==> src/rtl/board_input_conditioner.sv <==
// Board pin front end: synchronises raw switches and buttons into clk0, debounces them,
// and produces clean levels plus a one-cycle rising-edge pulse per button.
module board_input_conditioner #(
  parameter int SW_WIDTH        = 16,
  parameter int SYNC_STAGES     = 2,
  parameter int DEBOUNCE_CYCLES = 1000000,
  parameter int CNT_WIDTH       = 20
) (
  input  logic                clk0,
  input  logic                rst0,
  input  logic [SW_WIDTH-1:0] sw_raw,
  input  logic                btnL_raw,
  input  logic                btnR_raw,
  output logic [SW_WIDTH-1:0] sw_clean,
  output logic                btnL_level,
  output logic                btnR_level,
  output logic                btnL_pulse,
  output logic                btnR_pulse
);

  localparam int IN_W = SW_WIDTH + 2;
  localparam logic [CNT_WIDTH-1:0] TERM_CNT = CNT_WIDTH'(DEBOUNCE_CYCLES - 1);

  logic [IN_W-1:0]     raw_in;
  logic [IN_W-1:0]     sync_q [SYNC_STAGES];
  logic [IN_W-1:0]     syn_all;
  logic [SW_WIDTH-1:0] syn_sw;
  logic [1:0]          syn_btn;
  logic [1:0]          btn_level;
  logic [1:0]          btn_pulse;

  // Buttons ride in the top two bits: bit SW_WIDTH is L, bit SW_WIDTH+1 is R.
  assign raw_in  = {btnR_raw, btnL_raw, sw_raw};
  assign syn_all = sync_q[SYNC_STAGES-1];
  assign syn_sw  = syn_all[SW_WIDTH-1:0];
  assign syn_btn = syn_all[IN_W-1 -: 2];

  always_ff @(posedge clk0) begin
    if (!rst0) begin
      for (int i = 0; i < SYNC_STAGES; i++) sync_q[i] <= '0;
    end else begin
      sync_q[0] <= raw_in;
      for (int i = 1; i < SYNC_STAGES; i++) sync_q[i] <= sync_q[i-1];
    end
  end

  genvar gi;
  generate
    for (gi = 0; gi < 2; gi++) begin : g_btn
      logic [CNT_WIDTH-1:0] cnt_q, cnt_d;
      logic                 level_q, level_d;
      logic                 pulse_q, pulse_d;

      always_comb begin
        cnt_d   = '0;
        level_d = level_q;
        if (syn_btn[gi] != level_q) begin
          if (cnt_q == TERM_CNT) level_d = syn_btn[gi];
          else                   cnt_d   = cnt_q + 1'b1;
        end
        pulse_d = level_d & ~level_q;
      end

      always_ff @(posedge clk0) begin
        if (!rst0) begin
          cnt_q   <= '0;
          level_q <= 1'b0;
          pulse_q <= 1'b0;
        end else begin
          cnt_q   <= cnt_d;
          level_q <= level_d;
          pulse_q <= pulse_d;
        end
      end

      assign btn_level[gi] = level_q;
      assign btn_pulse[gi] = pulse_q;
    end
  endgenerate

  // Switches share one counter; any bit moving restarts it so the vector updates atomically.
  logic [SW_WIDTH-1:0]  syn_sw_q;
  logic [SW_WIDTH-1:0]  sw_clean_q, sw_clean_d;
  logic [CNT_WIDTH-1:0] sw_cnt_q, sw_cnt_d;

  always_comb begin
    sw_cnt_d   = '0;
    sw_clean_d = sw_clean_q;
    if ((syn_sw == syn_sw_q) && (syn_sw != sw_clean_q)) begin
      if (sw_cnt_q == TERM_CNT) sw_clean_d = syn_sw;
      else                      sw_cnt_d   = sw_cnt_q + 1'b1;
    end
  end

  always_ff @(posedge clk0) begin
    if (!rst0) begin
      syn_sw_q   <= '0;
      sw_clean_q <= '0;
      sw_cnt_q   <= '0;
    end else begin
      syn_sw_q   <= syn_sw;
      sw_clean_q <= sw_clean_d;
      sw_cnt_q   <= sw_cnt_d;
    end
  end

  assign sw_clean   = sw_clean_q;
  assign btnL_level = btn_level[0];
  assign btnR_level = btn_level[1];
  assign btnL_pulse = btn_pulse[0];
  assign btnR_pulse = btn_pulse[1];

endmodule

==> config.mk <==
export PLATFORM = sky130hd
export DESIGN_NAME = board_input_conditioner
export DESIGN_NICKNAME = d
export VERILOG_FILES = /design/src/rtl/board_input_conditioner.sv
export SDC_FILE = /design/constraint.sdc
export NUM_CORES = 1
export LEC_CHECK = 0
export ABC_AREA = 1
export ABC_CLOCK_PERIOD_IN_PS = 2600
export CAP_MARGIN = 10
export CORE_ASPECT_RATIO = 1.25
export CORE_MARGIN = 1
export CORE_UTILIZATION = 40
export CTS_BUF_LIST = sky130_fd_sc_hd__clkbuf_16
export DETAILED_ROUTE_END_ITERATION = 12
export GPL_ROUTABILITY_DRIVEN = 0
export GPL_TIMING_DRIVEN = 0
export MAX_ROUTING_LAYER = met4
export SLEW_MARGIN = 10
export SYNTH_ARGS = -nofsm -noshare
export SYNTH_HDL_FRONTEND = slang
export SYNTH_SLANG_ARGS = --single-unit
==> constraint.sdc <==
create_clock -name clk0 -period 2.6 [get_ports clk0]
set_input_delay 0.52 -clock clk0 [delete_from_list [all_inputs] [get_ports clk0]]
set_output_delay 0.52 -clock clk0 [all_outputs]
set_load 0.1 [all_outputs]
After elaboration in Yosys (flattened, before gate mapping)
Memories as Yosys holds them, arrays and structs flattened.
Index checks and enable logic that the tools add are counted.
{"block": "word_totals", "ff_bits": 96, "ramBits": 36, "wordCells": 43, "memories": 1}
{"block": "op_classes", "add_sub_neg": 3, "eq_ne": 7, "muxes": 8, "bitwise_logic": 10, "reduce_logical": 5}
{"name": "sync_q", "depth": 2, "width": 18, "rd": 2, "rd_clocked_by_memory_dff": 0, "write_ports": 2, "line_no": "25", "source": "logic [IN_W-1:0] sync_q [SYNC_STAGES];"}
{"op": "20-bit by 1-bit adder with 20-bit output, second input constant", "n": 3}
{"op": "20-bit == test, second input constant", "n": 3}
{"op": "18-bit two-way mux", "n": 2}
{"op": "16-bit == test", "n": 1}
{"op": "16-bit != test", "n": 1}
{"op": "3-bit OR reduction", "n": 3}
{"op": "1-bit two-way mux", "n": 6}
{"op": "1-bit NOT", "n": 6}
{"op": "1-bit AND", "n": 2}
{"op": "1-bit != test", "n": 2}
{"op": "1-bit OR", "n": 2}
{"op": "2-bit AND reduction", "n": 1}
{"op": "1-bit logical AND", "n": 1}

Longest topological paths before layout
{"block": "logic_depth", "word_depth": 4, "depth_mapped": 12, "mapped_depth_nobuf": 11}

Worst setup path after synthesis
Ideal clock, no wire load.
{"block": "synth_path", "path_kind": "reg-to-reg", "startpoint": "register sw_clean_q[12], in the netlist sw_clean[12]", "endpoint": "register sw_clean_q[10], in the netlist sw_clean[10]", "arrival_ps": 2054, "t_required_ps": 2490, "setup_slack_ps": 436, "path_stages_with_launch": 13, "n_path_buf": 1, "synth_period_minus_slack_ps": 2164, "path_cell_list": "dfxtp_1 -> inv_1 -> nand2_1 -> nand2_1 -> nor2_1 -> nand2_1 -> nor2_1 -> nand2_2 -> nand3_4 -> buf_6 -> nand2_2 -> inv_1 -> nor2_1"}
{"block": "synth_via", "elab_chain_cells": 3}
{"item": "from (decl)", "line_no": "83", "source": "logic [SW_WIDTH-1:0] sw_clean_q, sw_clean_d;"}
{"item": "from (signal assigned)", "line_no": "102", "source": "sw_clean_q <= sw_clean_d;"}
{"item": "16-bit != test", "line_no": "89", "source": "if ((syn_sw == syn_sw_q) && (syn_sw != sw_clean_q)) begin"}
{"item": "1-bit logical AND", "line_no": "89"}
{"item": "2-bit AND reduction (no source line)"}
Every way passes these cells.
A chain may end at the register's enable or synchronous reset.

Worst setup path after layout
{"block": "layout_path", "startpoint": "register g_btn[0].level_q, in the netlist btnL_level", "endpoint": "output port btnL_level"}
{"item": "from (decl)", "line_no": "51", "source": "logic level_q, level_d;"}
{"item": "from (signal assigned)", "line_no": "71", "source": "level_q <= level_d;"}
{"item": "to (decl)", "line_no": "15", "source": "output logic btnL_level,"}
No word-level cell between the ends.

==> results.txt <==
clock net sink count = 132
total CTS buffers = 17
Final Critical Period = 2500 ps
FF/Latch Area = 0.00264 sq mm
crit-path cells = clkdlybuf4s50_1
P&R area growth vs syn = 20.7%
# port buffers = 39
clk slew on worst S/H paths = 50 ps
CTS tree = built
syn_nets = 845
Iteration-0 DRC Markers = 214
Final Cycle Share = 96.3%
fraction of the yosys area taken by sequential cells = 45.4%
final setup vio count = 0
DR DRC count = 0
Post-CTS Setup Inserts = 0
Hold Vio Cnt, Final = 0
latest clock arrival within the worst-skew pair = 420 ps
most frequent cells in the layout = 215 x nand2_1, 164 x inv_1, 132 x dfxtp_1
number of synthesized register bits = 132
num ports = 40
CTS Buffer Depth = 2
syn avg cell area = 7.07 sq um
post_cts resized = 0
critical path arrival = 1980 ps
Setup Total Neg Slack = 0 ps
most common cell after layout, fill and taps aside = nand2_1
crit-path max FO = 5
Die Y = 137 um
run status = finished clean
leak pwr = 3.22 nW
net switching fraction of the power = 20.8%
Pwr Total = 4.68 mW
root buf cell = clkbuf_16
Clock power frac = 51.7%
Post-DRT Antenna Nets = 0
Initial Utilization = 41.6%
nature of the critical path endpoint = output port
sequential share of power = 44.5%
first-pass GRT wire length = 19900 um
Crit-path slowest cell = clkdlybuf4s50_1
dpl hpwl = 8390 um
Buf/Inv on CP = 1
# Max-Cap Violations = 0
yosys warns = 0
slew margin rel. = 34.2%
Max Slew Vio Count = 0
Pint = 3.71 mW
combinational fraction of design power = 3.9%
layout cells sized above 1 = 7.17%
Max Clk Rate = 399 MHz
CP Class = flip-flop to output port
RSZ-0062 raised after global routing = no
Worst Tran Pin Value = 984 ps
Antenna diodes = 0
GR Util All Layers = 18.2%
vias in the first global route = 4429
CTS H-tree lvls = 4
drt first pass iters = 5
hold buffers post-CTS = 0
Setup Skew = 8.62 ps
worst path required time = 2080 ps
CP Launch Type = flip-flop
Final #Nets = 903
Rows = 48
switching power = 970 uW
DR WL/cell = 10.9 um
DR vias/cell = 4.45
Crit path max-delay family = buffers and inverters
DIE WIDTH = 110 um
Vias = 4756
core area = 0.0140 sq mm
Mapped Cells = 822
area of the multi-input gates = 0.00246 sq mm
fillers = 1395
peak supply drop = 0.000505 V
GRT Residual Overflow = 0
Yosys cell types = 34
Power Dens Cells = 666 mW/mm^2
slowest stage delay, CP = 1160 ps
largest net degree at the start of global routing = 17
final WL = 11700 um
die area = 0.0150 sq mm
min-delay worst type = flip-flop to flip-flop
initial antenna violation count = 0
Mapped Area = 0.00582 sq mm
==> registers in the layout (all words and copies together), names as in the netlist <==
| signal | count |
|---|---|
| syn_sw_q | 16 |
| btnL_pulse | 1 |
| sync_q | 36 |
| sw_clean | 16 |
| btnR_level | 1 |
| g_btn.cnt_q | 40 |
| btnR_pulse | 1 |
| sw_cnt_q | 20 |
| btnL_level | 1 |
==> Yosys cell counts, drive strengths merged <==
cell | instances | area [sq um]
or2 | 3 | 18.8
nand3 | 24 | 150
ha | 3 | 37.5
nor3b | 5 | 37.5
xnor2 | 19 | 166
nand4 | 30 | 194
inv | 165 | 619
nor4 | 5 | 37.5
nand2 | 228 | 888
nor2 | 112 | 442
a21oi | 17 | 85.1
xor2 | 17 | 149
o21ai | 10 | 50.1
nor3 | 29 | 173
and3 | 1 | 6.26
dfxtp | 132 | 2640
buf | 9 | 56.3
clkbuf | 9 | 33.8
a31oi | 1 | 6.26
nand3b | 2 | 15.0
a21o | 1 | 7.51
==> metal layers <==
metal | track usage (%) | part of all wire, % | vias up
li1 | - | - | 2591
met1 | 20.2 | 47 | 2104
met2 | 30.7 | 49 | 46
met3 | 5.43 | 3.0 | 15
met4 | 6.67 | 1.6 | 0
met5 | - | 0 | -
==> cell type report <==
class	count	share of cell area [%]
plain buffers	18	1.28
clock buffers	17	6.06
clock inverters	15	2.44
inverters	165	8.82
multi-input cells	507	35.1
flip-flops and latches	132	37.6
well taps	175	3.12
repair buffers	39	5.56
==> worst paths after layout <==
path	cells after the start	from	slack, ps	endpoint
worst max register to register	9	sw_cnt_q[0]	720	sw_clean[7]
worst max-delay path	1	btnL_level	100	btnL_level
worst min register to register	2	sync_q[0][1]	410	sync_q[0][19]
worst min-delay path	2	sync_q[0][1]	410	sync_q[0][19]
==> power groups by stage <==
stage	combinational (mW)	clock [mW]	sequential (mW)
2_1_floorplan	0.117	0	2.12
3_3_place_gp	0.184	0	2.12
3_5_place_dp	0.185	0	2.12
4_1_cts	0.185	2.47	2.08
5_1_grt	0.206	2.58	2.08
6_report	0.180	2.42	2.08
==> cell families after synthesis <==
logic type | synth area share [%]
buffers and inverters | 12.2
adder cells (fa/ha/maj) | 0.646
flip-flops | 45.4
AO/OA/AOI/OAI | 2.56
AND/OR/NAND/NOR | 33.7
XOR/XNOR | 5.42
==> stage by stage <==
step | worst slack, ps | hold WS [ps] | utilization [%] | area (sq um) | std cells
2_1_floorplan | 436 | 390 | - | 5820 | 822
3_3_place_gp | 353 | 392 | 45.9 | 6420 | 1036
3_5_place_dp | 311 | 395 | 45.9 | 6420 | 1036
4_1_cts | 82.6 | 408 | 50.2 | 7020 | 1068
5_1_grt | 31.9 | 430 | 50.2 | 7020 | 1068
6_report | 95.1 | 406 | 50.2 | 7020 | 1068
(Power assumes the default switching activity.)
